`src/rtl/mdu_div_iter.sv`:
```
// Iterative radix-2 restoring divider for DIV/DIVU in the execute stage.
// Produces one quotient bit per cycle and stalls E until the result is ready.
module mdu_div_iter #(
  parameter int WIDTH = 32
) (
  input  logic             clk,
  input  logic             resetn,
  input  logic             start_i,
  input  logic             signed_i,
  input  logic [WIDTH-1:0] opa_i,
  input  logic [WIDTH-1:0] opb_i,
  input  logic             stall_i,
  input  logic             flush_i,
  output logic             div_stall_o,
  output logic             ready_o,
  output logic [WIDTH-1:0] quot_o,
  output logic [WIDTH-1:0] rem_o
);

  localparam int CW = $clog2(WIDTH) + 1;

  localparam logic [1:0] S_IDLE = 2'd0;
  localparam logic [1:0] S_CALC = 2'd1;
  localparam logic [1:0] S_DONE = 2'd2;

  logic [1:0]       state_q, state_d;
  logic [CW-1:0]    cnt_q, cnt_d;
  logic [WIDTH-1:0] prem_q, prem_d;
  logic [WIDTH-1:0] dvd_q, dvd_d;
  logic [WIDTH-1:0] dvs_q, dvs_d;
  logic             neg_quot_q, neg_quot_d;
  logic             neg_rem_q, neg_rem_d;
  logic [WIDTH-1:0] quot_q, quot_d;
  logic [WIDTH-1:0] rem_q, rem_d;

  logic [WIDTH:0]   shifted;
  logic [WIDTH:0]   trial;
  logic             qbit;
  logic [WIDTH-1:0] prem_step;
  logic [WIDTH-1:0] dvd_step;
  logic [WIDTH-1:0] abs_a;
  logic [WIDTH-1:0] abs_b;

  // dvd_q doubles as the quotient register: dividend bits shift out, quotient bits shift in
  always_comb begin
    shifted   = {prem_q, dvd_q[WIDTH-1]};
    trial     = shifted - {1'b0, dvs_q};
    qbit      = ~trial[WIDTH];
    prem_step = qbit ? trial[WIDTH-1:0] : shifted[WIDTH-1:0];
    dvd_step  = {dvd_q[WIDTH-2:0], qbit};
    abs_a     = (signed_i & opa_i[WIDTH-1]) ? -opa_i : opa_i;
    abs_b     = (signed_i & opb_i[WIDTH-1]) ? -opb_i : opb_i;
  end

  always_comb begin
    state_d    = state_q;
    cnt_d      = cnt_q;
    prem_d     = prem_q;
    dvd_d      = dvd_q;
    dvs_d      = dvs_q;
    neg_quot_d = neg_quot_q;
    neg_rem_d  = neg_rem_q;
    quot_d     = quot_q;
    rem_d      = rem_q;
    if (flush_i) begin
      state_d = S_IDLE;
    end else begin
      case (state_q)
        S_IDLE: begin
          if (start_i) begin
            neg_quot_d = signed_i & (opa_i[WIDTH-1] ^ opb_i[WIDTH-1]);
            neg_rem_d  = signed_i & opa_i[WIDTH-1];
            dvd_d      = abs_a;
            dvs_d      = abs_b;
            prem_d     = '0;
            cnt_d      = '0;
            if (opb_i == '0) begin
              quot_d  = '1;
              rem_d   = opa_i;
              state_d = S_DONE;
            end else begin
              state_d = S_CALC;
            end
          end
        end
        S_CALC: begin
          if (!start_i) begin
            state_d = S_IDLE;
          end else begin
            prem_d = prem_step;
            dvd_d  = dvd_step;
            cnt_d  = cnt_q + CW'(1);
            if (cnt_q == CW'(WIDTH - 1)) begin
              quot_d  = neg_quot_q ? -dvd_step : dvd_step;
              rem_d   = neg_rem_q ? -prem_step : prem_step;
              state_d = S_DONE;
            end
          end
        end
        S_DONE: begin
          if (!stall_i) state_d = S_IDLE;
        end
        default: state_d = S_IDLE;
      endcase
    end
  end

  always_ff @(posedge clk or negedge resetn) begin
    if (!resetn) begin
      state_q    <= S_IDLE;
      cnt_q      <= '0;
      prem_q     <= '0;
      dvd_q      <= '0;
      dvs_q      <= '0;
      neg_quot_q <= 1'b0;
      neg_rem_q  <= 1'b0;
      quot_q     <= '0;
      rem_q      <= '0;
    end else begin
      state_q    <= state_d;
      cnt_q      <= cnt_d;
      prem_q     <= prem_d;
      dvd_q      <= dvd_d;
      dvs_q      <= dvs_d;
      neg_quot_q <= neg_quot_d;
      neg_rem_q  <= neg_rem_d;
      quot_q     <= quot_d;
      rem_q      <= rem_d;
    end
  end

  // resetn term keeps the stall request quiet while the block is held in reset
  assign div_stall_o = resetn & start_i & ~flush_i & (state_q != S_DONE);
  assign ready_o     = (state_q == S_DONE);
  assign quot_o      = quot_q;
  assign rem_o       = rem_q;

endmodule

```
`config.mk`:
```
export PLATFORM = sky130hd
export DESIGN_NAME = mdu_div_iter
export DESIGN_NICKNAME = d
export VERILOG_FILES = /design/src/rtl/mdu_div_iter.sv
export SDC_FILE = /design/constraint.sdc
export NUM_CORES = 1
export LEC_CHECK = 0
export CORE_ASPECT_RATIO = 0.6
export CORE_MARGIN = 1.5
export CORE_UTILIZATION = 61
export CTS_CLUSTER_DIAMETER = 200
export CTS_CLUSTER_SIZE = 25
export DETAILED_ROUTE_END_ITERATION = 10
export PLACE_DENSITY = 0.84
export SLEW_MARGIN = 5
export SYNTH_ARGS = -nofsm -noshare
export SYNTH_HDL_FRONTEND = slang
export SYNTH_SLANG_ARGS = --single-unit
```
`constraint.sdc`:
```
create_clock -name clk -period 13.89 [get_ports clk]
set_input_delay 2.0835 -clock clk [delete_from_list [all_inputs] [get_ports clk]]
set_output_delay 2.0835 -clock clk [all_outputs]
set_load 0.1 [all_outputs]
```
==> flow_metrics.py <==
metrics = {
    "cts": {
        "cts_buffers": 17,
        "clkSinkCount": 170,
        "hold_buffers": 0,
        "cts_tree": "built",
        "post_cts_resized": 0,
        "root_buffer": "clkbuf_16",
        "clock_path_buffers": 2,
        "clk-insertion-delay-late_ps": 450,
        "cts_max_level": 4,
        "cts_setup_buffers": 0,
        "clk_pin_slew_ps": 70,
    },
    "synthesis": {
        "synth_warnings": 0,
        "syn_area_um2": 12300,
        "async_flop_share_pct": 100,
        "syn_inst": 1511,
        "synth-seq-cells": 170,
        "syn-num-nets": 1619,
        "seq_area_frac_synth_pct": 34.6,
        "synth-edff-count": 0,
        "ys_types": 85,
        "synth.avg_cell_area_um2": 8.13,
        "synth_flop_cell": "dfrtp_1",
    },
    "min_path": {
        "hold_path_class": "reg -> reg",
    },
    "cells_and_area": {
        "most-common-layout-cells": "206 x nor2_1, 170 x dfrtp_1, 140 x nand2_1",
        "antenna_cells": 0,
        "nNetsFinal": 1699,
        "synthToLayoutAreaGrowth_pct": 16.4,
        "final_common_cell": "nor2_1",
        "drive_gt1_share_pct": 6.05,
        "fillCellCount": 1522,
    },
    "timing": {
        "fmax_mhz": 147,
        "fin_crit_ps": 6790,
        "worst_slack_ps": 7100,
        "fin_setup_tns_ps": 0,
        "rsz0062_at_grt": "no",
        "hold_violations": 0,
        "max_slew_margin_pct": 27.0,
        "worstMarginPinSlew_ps": 1090,
        "finClkSkew_ps": 11.5,
        "finalSetupViolCount": 0,
        "fin_crit_sh_pct": 48.9,
        "timing.final.max_slew_violations": 0,
    },
    "worst_setup_path": {
        "critPathArrivalTime_ps": 7160,
        "crit_family": "compound AO/OA/AOI/OAI gates",
        "crit_type": "reg -> reg",
        "cp_cell_sequence": "inv_1, ha_1, inv_1, fa_1, a211oi_2, o32ai_2, o2111ai_2, a21oi_2, o21a_1, nor2_4, buf_4, inv_2, buf_4, mux2i_1, ha_1, inv_1, or4_1, nor4_1, o211ai_1, nor4_2, a41oi_1, xor2_1, o21ai_0",
        "crit_buf_inv": 6,
        "cp_max_fo": 35,
        "crit_path_max_incr_delay_ps": 690,
        "cp-end-kind": "flop",
        "slowest_stage": "nor4_2",
        "critPathRequiredTime_ps": 14260,
        "crit_top_cell": "inv_1",
        "critPathLaunchType": "flop",
    },
    "floorplanning": {
        "die_w_um": 186,
        "ios": 136,
        "num_rows": 39,
        "die_y_um": 113,
        "coreArea_um2": 19400,
        "design.die.area_um2": 21000,
        "start_util_pct": 63.4,
    },
    "routing": {
        "firstDrtPassIters": 6,
        "drtIter0Drc": 1859,
        "route.vias.total": 12300,
        "wl_um": 40000,
        "ant_nets": 0,
        "avgRoutedWirePerCell_um": 21.4,
        "drc": 0,
        "viasPerCell": 6.60,
    },
    "global_route": {
        "grt_pass1_vias": 11600,
        "grt_usage_pct": 39.0,
        "grt_pass1_wl_um": 63100,
        "antenna_found_initial": 0,
        "grt_max_degree": 97,
        "grt_overflow": 0,
    },
    "place": {
        "routabilityCongestion": 0.967,
        "post-place-ws_ps": 7030,
        "place_hpwl_um": 29300,
        "port_buffers": 135,
    },
    "power": {
        "power_density_nw_per_um2": 104,
        "vdd_ir_drop_max_v": 0.0000957,
        "leakage_nw": 6.05,
    },
    "job": {
        "max-cap-violations": 0,
    },
    "outcome": {
        "status": "finished, final reports clean",
    },
}
final timing paths:
path                                         end  slack (ps)  cells past startpoint                  start
hold reg to reg            rem_o[21]$_DFFE_PN0P_         490                      1  rem_o[21]$_DFFE_PN0P_
min in group asynchronous  dvs_q[28]$_DFFE_PN0P_        1560                      1                 resetn
hold / removal             rem_o[21]$_DFFE_PN0P_         490                      1  rem_o[21]$_DFFE_PN0P_
max in group asynchronous  dvd_q[10]$_DFFE_PN0P_       10320                      3                 resetn
setup reg to reg           rem_o[26]$_DFFE_PN0P_        7100                     23  dvd_q[31]$_DFFE_PN0P_
setup / recovery           rem_o[26]$_DFFE_PN0P_        7100                     23  dvd_q[31]$_DFFE_PN0P_
flip-flops by register name, summed over array words and instances (netlist names):
signal / flops
quot_o: 32
prem_q: 32
dvs_q: 32
cnt_q: 6
rem_o: 32
neg_rem_q: 1
neg_quot_q: 1
dvd_q: 32
state_q: 2
metal layers:
| layer | up-vias | wire, um | track usage [%] |
|---|---|---|---|
| met4 | 0 | 784 | 10.4 |
| met2 | 800 | 16200 | 54.3 |
| met3 | 78 | 5080 | 11.0 |
| met1 | 5867 | 17900 | 59.0 |
| li1 | 5584 | - | - |
| met5 | - | 0 | 0 |
through the flow:
step | instances | util, % | power [mW] | hold slack, ps | cell area (um2)
after floorplan | 1511 | - | 0.880 | 471 | 12300
after global placement | 1838 | 70.9 | 0.998 | 470 | 13700
final | 1869 | 73.8 | 1.49 | 494 | 14300
after global routing | 1869 | 73.8 | 1.55 | 518 | 14300
after CTS | 1869 | 73.8 | 1.48 | 497 | 14300
after detailed placement | 1838 | 70.9 | 1.01 | 482 | 13700
report_power, final:
group          leakage (nW)  internal, mW  switching [mW]
clock                 0.271         0.260           0.215
sequential             2.14         0.538          0.0488
combinational          3.63         0.147           0.280
cells by family after synthesis:
group / synth area share, %
muxes: 3.03
xor gates and xnor gates: 9.34
and+or+nand+nor: 20.4
buffers and inverters: 4.74
DFF: 34.6
AOI/OAI and AO/OA: 23.9
adders and majority gates: 3.93
synthesized netlist by cell type (19+ instances only):
cell	number	area [um2]
a21oi_1	139	696
a221oi_1	25	219
a31oi_1	46	288
and3_1	19	119
clkbuf_1	64	240
dfrtp_1	170	4250
ha_1	37	463
inv_1	55	206
mux2i_1	27	270
nand2_1	140	526
nand3_1	21	105
nor2_1	208	781
nor3_1	26	130
o21ai_0	118	591
o31ai_1	26	195
or3_1	25	156
xnor2_1	46	403
xor2_1	85	744
layout make-up:
cell class | count | area, um2 | area share [%]
inverters | 56 | 210 | 1.47
repair buffers | 150 | 1470 | 10.3
clock buffers | 21 | 470 | 3.29
flip-flops and latches | 170 | 4250 | 29.8
clock inverters | 10 | 93.8 | 0.657
multi-input cells | 1196 | 7470 | 52.2
well taps | 266 | 333 | 2.33
worst reg2reg max path, cell delays in order, from the launching register on:
cell	delay [ps]
dfrtp_1	390
inv_1	60
ha_1	200
inv_1	70
fa_1	290
a211oi_2	130
o32ai_2	540
o2111ai_2	250
a21oi_2	300
o21a_1	640
nor2_4	60
buf_4	290
inv_2	80
buf_4	360
mux2i_1	350
ha_1	270
inv_1	70
or4_1	530
nor4_1	350
o211ai_1	230
nor4_2	690
a41oi_1	220
xor2_1	180
o21ai_0	170
No activity file was read; power rests on OpenSTA's default activity.
